`src/rtl/fifo_pkg.sv`:
```
// fifo_pkg: shared arbiter state encoding and the FIFO full limit used by the arbiter and the controller
package fifo_pkg;

    typedef enum logic [1:0] {IDLE, ISSUE, WRITE} arb_state_t;

    localparam int MEM_LENGTH_DEFAULT = 8;
    localparam int FIFO_MAX = 2 ** MEM_LENGTH_DEFAULT - 1;

    function automatic logic [31:0] fifo_max(input int mem_length);
        return (32'd1 << mem_length) - 32'd1;
    endfunction

    function automatic logic fifo_full(input logic [31:0] fill, input int mem_length);
        return fill == fifo_max(mem_length);
    endfunction

endpackage

```
`src/rtl/fifo_write_arbiter_rr_picker.sv`:
```
// rr_picker: combinational round-robin choice, searching from last+1 upward with wrap
module rr_picker #(
    parameter int NUM_REQ = 4,
    parameter int SW = $clog2(NUM_REQ)
) (
    input  logic [NUM_REQ-1:0] req,
    input  logic [SW-1:0]      last,
    output logic [SW-1:0]      sel,
    output logic               valid
);

    // scan farthest-first so the requester nearest after last wins
    always_comb begin
        sel = '0;
        valid = 1'b0;
        for (int i = NUM_REQ; i >= 1; i--) begin
            if (req[(int'(last) + i) % NUM_REQ]) begin
                sel = SW'((int'(last) + i) % NUM_REQ);
                valid = 1'b1;
            end
        end
    end

endmodule

```
`src/rtl/fifo_write_arbiter.sv`:
```
// fifo_write_arbiter: round-robin sharing of the FIFO load port, one push at a time, blocked while full
module fifo_write_arbiter
    import fifo_pkg::*;
#(
    parameter int NUM_REQ = 4,
    parameter int DATA_WIDTH = 8,
    parameter int MEM_LENGTH = 8
) (
    input  logic                          clk,
    input  logic                          reset_n,
    input  logic [NUM_REQ-1:0]            req,
    input  logic [NUM_REQ*DATA_WIDTH-1:0] req_data,
    output logic [NUM_REQ-1:0]            grant,
    input  logic [MEM_LENGTH-1:0]         fifo_fill,
    input  logic                          fifo_accept,
    output logic                          fifo_load,
    output logic [DATA_WIDTH-1:0]         fifo_data,
    output logic                          busy,
    output logic [15:0]                   stall_cnt
);

    localparam int SW = $clog2(NUM_REQ);

    arb_state_t state, state_nxt;
    logic [SW-1:0] sel, last, pick;
    logic pick_valid, full, start;

    rr_picker #(.NUM_REQ(NUM_REQ), .SW(SW)) u_picker (
        .req(req),
        .last(last),
        .sel(pick),
        .valid(pick_valid)
    );

    assign full = fifo_full(32'(fifo_fill), MEM_LENGTH);
    assign start = (state == IDLE) && pick_valid && !full;
    assign fifo_load = (state == ISSUE);
    assign busy = (state != IDLE);
    assign grant = (state == WRITE) ? {{(NUM_REQ-1){1'b0}}, 1'b1} << sel : '0;

    // next state: load is held until the controller enters LOAD; WRITE always returns to IDLE
    always_comb begin
        state_nxt = state;
        case (state)
            IDLE:    state_nxt = start ? ISSUE : IDLE;
            ISSUE:   state_nxt = fifo_accept ? WRITE : ISSUE;
            WRITE:   state_nxt = IDLE;
            default: state_nxt = IDLE;
        endcase
    end

    // state, winner latch, round-robin pointer and full-stall counter
    always_ff @(posedge clk or negedge reset_n) begin
        if (!reset_n) begin
            state <= IDLE;
            sel <= '0;
            last <= SW'(NUM_REQ - 1);
            fifo_data <= '0;
            stall_cnt <= '0;
        end else begin
            state <= state_nxt;
            if (start) begin
                sel <= pick;
                fifo_data <= req_data[pick*DATA_WIDTH +: DATA_WIDTH];
            end
            if (state == WRITE)
                last <= sel;
            if (state == IDLE && |req && full && stall_cnt != 16'hFFFF)
                stall_cnt <= stall_cnt + 16'd1;
        end
    end

endmodule
```
`config.mk`:
```
export PLATFORM = sky130hd
export DESIGN_NAME = fifo_write_arbiter
export DESIGN_NICKNAME = d
export VERILOG_FILES = /design/src/rtl/fifo_pkg.sv /design/src/rtl/fifo_write_arbiter_rr_picker.sv /design/src/rtl/fifo_write_arbiter.sv
export SDC_FILE = /design/constraint.sdc
export NUM_CORES = 1
export LEC_CHECK = 0
export CELL_PAD_IN_SITES_DETAIL_PLACEMENT = 1
export CELL_PAD_IN_SITES_GLOBAL_PLACEMENT = 2
export CORE_UTILIZATION = 23
export DETAILED_ROUTE_END_ITERATION = 8
export PLACE_DENSITY_LB_ADDON = 0.05
export SKIP_CTS_REPAIR_TIMING = 1
export SYNTH_ARGS = -nofsm -noshare
export SYNTH_HDL_FRONTEND = slang
export SYNTH_SLANG_ARGS = --single-unit
export TNS_END_PERCENT = 100
```
`constraint.sdc`:
```
create_clock -name clk -period 1.7 [get_ports clk]
set_clock_uncertainty 0.05 [all_clocks]
set_input_delay 0.34 -clock clk [delete_from_list [all_inputs] [get_ports clk]]
set_output_delay 0.34 -clock clk [all_outputs]
set_load 0.05 [all_outputs]
```
==> results of run 1 <==
[kinds of logic (layout without fill, tap and decap cells)]
family	after synthesis	count (layout)	synth area share, %
AO/OA/AOI/OAI	37	38	18.7
XOR/XNOR	13	13	6.15
flip-flops	30	30	40.7
multiplexers	4	4	2.30
buffers and inverters	16	140	5.14
AND/OR/NAND/NOR	82	82	26.3
adder cells (fa/ha/maj)	1	1	0.676
[sequential cells by signal, summed over array words and instances, names as in the netlist]
register / cells
stall_cnt: 16
sel: 2
last: 2
fifo_data: 8
state: 2
[worst min path at each step]
stage | startpoint | end | slack, ns | cells past startpoint
after CTS | reset_n | stall_cnt[11] | 0.36 | 2
after global routing | reset_n | stall_cnt[11] | 0.38 | 2
after global placement | fifo_data[1] | fifo_data[1] | 0.41 | 2
final | reset_n | stall_cnt[11] | 0.36 | 2
after floorplan | reset_n | fifo_data[0] | -0.006 | 0
after detailed placement | fifo_data[6] | fifo_data[6] | 0.42 | 2
[cells in the final DEF (no fill, tap or decap), drive strengths merged, types with 5 or more instances in the layout]
cell / instances
buf: 80
clkdlybuf4s50: 34
dfrtp: 28
nand2: 20
nor3b: 14
a221oi: 14
dlymetal6s2s: 12
xnor2: 12
nand4: 10
nor2: 9
o31ai: 8
clkbuf: 7
and3: 7
inv: 6
nand3: 5
[power groups by stage]
stage / clock network, mW / logic [mW] / registers, mW
final: 0.755 / 2.39 / 1.04
after global routing: 0.818 / 2.55 / 1.06
after CTS: 0.780 / 2.22 / 1.02
after detailed placement: 0 / 2.21 / 1.03
after global placement: 0 / 2.21 / 1.03
after floorplan: 0 / 0.926 / 1.35
[through the flow]
step	hold slack, ns	util, %	cells
6_report	0.363	46.2	410
5_1_grt	0.380	46.2	410
4_1_cts	0.365	42.9	402
3_5_place_dp	0.420	41.4	394
3_3_place_gp	0.415	41.4	394
2_1_floorplan	-0.00559	-	183
[worst register-to-register path: stages, from the launching register on]
cell and delay (ns):
dfstp_2 0.55, buf_4 0.15, nor2b_1 0.06, o21ai_2 0.16, a21o_1 0.18, buf_12 0.14, buf_4 0.14, mux2i_2 0.24
a211oi_2 0.10
[final cells by class]
cell class                 instances  area [µm²]  area share [%]
inverter                           6        22.5           0.628
sequential                        30         764            21.3
multi-input combinational        138        1170            32.7
clock buffer                       7        86.3            2.41
timing repair buffer             126        1380            38.5
clock inverter                     1        30.0           0.838
tap                              102         128            3.56
[layer usage]
layer	part of all wire, %	up-vias
met5	0	-
met2	51	41
li1	-	934
met3	4.1	5
met1	44	921
met4	0.69	0
==> results.json, run 1 <==
{
  "globalRoute.totalOverflow": 0,
  "stdcell_area_mm2": 0.00358,
  "powerDensity_mw_per_mm2": 1170,
  "yosys.area.top_type": "dfrtp_1",
  "portbufs": 76,
  "clk_latency_ns": 0.28,
  "cts-buffers-inserted": 5,
  "n_fill_cell": 875,
  "final_nets": 355,
  "critical_path_required_ns": 1.81,
  "fin_total_pwr_mw": 4.19,
  "grt.total_usage_pct": 13.6,
  "coreArea_mm2": 0.00777,
  "globalplace.congestion": 0.754,
  "timing_hold_violations_final": 0,
  "clkSlewWorstSetupHoldPaths_ns": 0.07,
  "power.sequential.fraction_pct": 24.8,
  "run_status": "complete, but fails checks",
  "dr.pass1.iters": 4,
  "synthArstFlopShare_pct": 100,
  "power_frac_clock_pct": 18.0,
  "post-route-drc-count": 0,
  "maximum_achievable_frequency_mhz": 530,
  "setup_repair_after_global_routing_missed_its_margin": "true",
  "critical_path.cell_chain": "buf_4 -> nor2b_1 -> o21ai_2 -> a21o_1 -> buf_12 -> buf_4 -> mux2i_2 -> a211oi_2",
  "synth.cell_area_mm2": 0.00185,
  "timing.reg2reg.worst_path_depth": 8,
  "crit_path_frequent_cell": "buf_4",
  "yosysMostFrequentCell": "dfrtp_1",
  "timing.hold.worst.class": "input port to async pin",
  "drt_first_iter_violations": 30,
  "synth-warning-count": 0,
  "cpPeakStageDelay_ns": 0.55,
  "grt.met1_usage_pct": 17.2,
  "leakage_nw": 1.64,
  "final_min_period_over_clock_period_pct": 111,
  "grt-busiest-layer": "met2",
  "avgRoutedWirePerCell_um": 14.6,
  "regToRegStartpoint": "last[1]",
  "post-route-min-period_ns": 1.89,
  "drtAntennaViolNets": 0,
  "detail_route.vias_per_cell": 4.64,
  "netlist.area_leader.share_pct": 37.9,
  "synth_top_cells_by_count": "dfrtp_1, nand2_1, nor3b_1",
  "grt_antenna_before_repair": 0,
  "cp_num_cells": 8,
  "critical_register_to_register_path_endpoint": "fifo_data[0]",
  "swShare_pct": 40.7,
  "p_comb_share_pct": 57.1,
  "cell_internal_pwr_mw": 2.48,
  "number_of_setup_violations_in_the_final_report": 12,
  "dpl-instance-area_mm2": 0.00322,
  "synthCells": 183,
  "wl_um": 5980,
  "global_route.usage.met3_pct": 3.48,
  "arrival_time_worst_endpoint_ns": 1.99,
  "drive_above_1_share_pct": 44.8,
  "n_antenna_cell": 0,
  "die_y_um": 91.7,
  "vias_in_the_first_global_route": 1881,
  "violations_in_the_final_reports": "negative setup slack",
  "detailedPlace.worstSlack_ns": -0.582,
  "floorplan.die.width_um": 91.7,
  "yosysSeqAreaShare_pct": 40.7,
  "route.vias.total": 1901,
  "post_synth_main_area_contributors": "dfrtp_1, a221oi_2, nor3b_1",
  "fin_ws_ns": -0.187,
  "worstPathBufferInverterCount": 3,
  "setup.worst_path.class": "flip-flop to flip-flop",
  "row_count": 32,
  "ioPinCount": 77,
  "clk_path_buf_depth": 2,
  "root_buffer": "clkbuf_8",
  "floorplan.die_area_mm2": 0.00841,
  "timing.critical_path.from": "last[1]",
  "maxSlewHeadroom_pct": 75.5,
  "postSynthAreaPerCell_um2": 10.1,
  "relative_area_change_from_synthesis_to_final_layout_pct": 93.7,
  "synth_enable_flop_cells": 0,
  "grt_start_max_net_pins": 31,
  "max-cap-violations": 0,
  "report.final.slew_viol_count": 0,
  "cp_top_family": "flip-flops",
  "global_route_wire_length_before_repair_um": 9010,
  "slowest_stage": "dfstp_2",
  "synth_nets": 231,
  "tightestPinTransition_ns": 0.367,
  "clock_sinks": 30,
  "ys_types": 43,
  "cts.htree.levels": 2,
  "hpwl_um": 4630,
  "cp-end-kind": "flip-flop",
  "power.net_switching_mw": 1.70,
  "globalRouteMet2Util_pct": 23.2,
  "critical_path_peak_fanout": 10,
  "finalSetupTns_ns": -1.51,
  "ys_seq_elements": 30,
  "ir_drop_uv": 575,
  "setup.worst_path.end": "fifo_data[0]",
  "reg2reg_slack_ns": -0.19,
  "dominantRegCellSynth": "dfrtp_1",
  "cts_tree": "yes",
  "worstSetupStartpointType": "flip-flop",
  "floorplan.initialDensity_pct": 23.8
}
No activity file was read; power rests on OpenSTA's default activity.
==> run 2, diff against run 1 <==
Settings changed: RECOVER_POWER set to 100.
==> run 2 against run 1 <==
The flow still finishes with violations (negative setup slack). First-iteration DRC count fell by 3.3%. Worst hold slack improved by 0.064 ns. Sequential power barely moved. Final cell count unchanged. Highest routed layer unchanged.
==> results.json, run 2 (synthesized netlist as in run 1, its figures left out) <==
{
  "avgRoutedWirePerCell_um": 14.6,
  "clk_latency_ns": 0.28,
  "cp-end-kind": "flip-flop",
  "globalRoute.totalOverflow": 0,
  "row_count": 32,
  "finalSetupTns_ns": -2.43,
  "timing_hold_violations_final": 0,
  "multiInputGateArea_mm2": 0.00116,
  "violations_in_the_final_reports": "negative setup slack",
  "report.final.slew_viol_count": 0,
  "dpl-instance-area_mm2": 0.00322,
  "vias_in_the_first_global_route": 1881,
  "dr.pass1.iters": 3,
  "crit_path_frequent_cell": "buf_4",
  "powerDensity_mw_per_mm2": 1160,
  "biggest_regs": "stall_cnt x16, fifo_data x8",
  "maximum_achievable_frequency_mhz": 529,
  "root_buffer": "clkbuf_8",
  "coreArea_mm2": 0.00777,
  "detail_route.vias_per_cell": 4.65,
  "arrival_time_worst_endpoint_ns": 2.00,
  "ir_drop_uv": 452,
  "cts.htree.levels": 2,
  "portbufs": 76,
  "global_route_wire_length_before_repair_um": 9010,
  "worstSetupStartpointType": "flip-flop",
  "critical_path.cell_chain": "buf_4 -> nor2b_1 -> o21ai_2 -> a21o_1 -> buf_12 -> buf_4 -> mux2i_2 -> a211oi_2",
  "critical_path_peak_fanout": 10,
  "floorplan.initialDensity_pct": 23.8,
  "grt_start_max_net_pins": 31,
  "cp_top_family": "flip-flops",
  "route.vias.total": 1906,
  "stdcell_area_mm2": 0.00346,
  "regMostFlops": "stall_cnt",
  "n_antenna_cell": 0,
  "floorplan.die_area_mm2": 0.00841,
  "layout.cells.most_common": "clkdlybuf4s50_1",
  "post-route-min-period_ns": 1.89,
  "drt_first_iter_violations": 29,
  "timing.hold.worst.class": "flip-flop to flip-flop",
  "final.hold.worst_slack_ns": 0.427,
  "ioPinCount": 77,
  "relative_area_change_from_synthesis_to_final_layout_pct": 86.7,
  "clock_sinks": 30,
  "grt.total_usage_pct": 13.6,
  "drtAntennaViolNets": 0,
  "fin_ws_ns": -0.191,
  "critical_path_required_ns": 1.81,
  "final_min_period_over_clock_period_pct": 111,
  "run_status": "complete, but fails checks",
  "grt_antenna_before_repair": 0,
  "tightestPinTransition_ns": 0.791,
  "max-cap-violations": 0,
  "most_frequent_cells_in_the_layout": "clkdlybuf4s50_1, buf_4, nand2_1, dfrtp_1, buf_12",
  "cts-buffers-inserted": 5,
  "maxSlewHeadroom_pct": 47.3,
  "floorplan.die.width_um": 91.7,
  "wl_um": 6000,
  "post-place-cells": 394,
  "die_y_um": 91.7,
  "flip_flop_count_of_the_largest_register_all_copies_and_words_added": 16,
  "setup.worst_path.class": "flip-flop to flip-flop",
  "detailedPlace.worstSlack_ns": -0.582,
  "drive_above_1_share_pct": 39.6,
  "slowest_stage": "dfstp_2",
  "final_instance_count_excl_fillers": 410,
  "hpwl_um": 4630,
  "worstPathBufferInverterCount": 3,
  "n_fill_cell": 887,
  "final_nets": 355,
  "cpPeakStageDelay_ns": 0.55,
  "number_of_setup_violations_in_the_final_report": 19,
  "post-route-drc-count": 0,
  "globalplace.congestion": 0.754,
  "clkSlewWorstSetupHoldPaths_ns": 0.06,
  "leakage_nw": 1.55,
  "cts_tree": "yes",
  "setup_repair_after_global_routing_missed_its_margin": "true",
  "layout.area.seq_um2": 764,
  "clk_path_buf_depth": 2
}
## run 2: cell types whose count changed in the layout (fill, tap and decap cells not counted), moves of 2 or more
| cell | delta |
|---|---|
| clkbuf_1 | +14 |
| clkbuf_4 | +2 |
| buf_4 | -26 |
| buf_12 | -3 |
| clkbuf_2 | +12 |
## run 2: cell type report
| type | count | area share (%) |
|---|---|---|
| repair buffers | 126 | 36.7 |
| multi-input cells | 138 | 33.5 |
| flip-flops and latches | 30 | 22.1 |
| well taps | 102 | 3.69 |
| clock buffers | 7 | 2.50 |
| clock inverters | 1 | 0.869 |
| inverters | 6 | 0.652 |
## run 2: metrics by stage
| stage | total power [mW] | utilization [%] |
|---|---|---|
| floorplan | 2.27 | - |
| global placement | 3.24 | 41.4 |
| detailed placement | 3.24 | 41.4 |
| CTS | 4.02 | 42.9 |
| global route | 4.26 | 44.5 |
| finish | 4.02 | 44.5 |
## run 2: worst paths after layout
path	from	end	slack (ns)	cells after the start
max reg2reg	last[1]	fifo_data[0]	-0.19	8
min reg2reg	fifo_data[6]	fifo_data[6]	0.43	2
max	last[1]	fifo_data[0]	-0.19	8
max in group asynchronous	reset_n	stall_cnt[0]	0.43	2
min in group asynchronous	reset_n	stall_cnt[11]	0.61	2
min	fifo_data[6]	fifo_data[6]	0.43	2
## run 2: where the power goes
| part | switching (mW) | leakage [nW] | internal, mW |
|---|---|---|---|
| Sequential | 0.139 | 0.375 | 0.897 |
| Combinational | 1.27 | 1.12 | 0.963 |
| Clock | 0.280 | 0.0585 | 0.478 |
## run 2: worst reg2reg max path, stage by stage, from the launching register on
cell and delay (ns):
dfstp_2 0.55, buf_4 0.15, nor2b_1 0.06, o21ai_2 0.16
a21o_1 0.18, buf_12 0.14, buf_4 0.14, mux2i_2 0.24
a211oi_2 0.10
## run 2: layer usage
layer / vias to the layer above / GRT usage [%] / share of wire (%)
li1: 937 / - / -
met1: 923 / 17.2 / 44
met2: 41 / 23.2 / 51
met3: 5 / 3.48 / 3.9
met4: 0 / 2.73 / 0.70
met5: - / 0 / 0
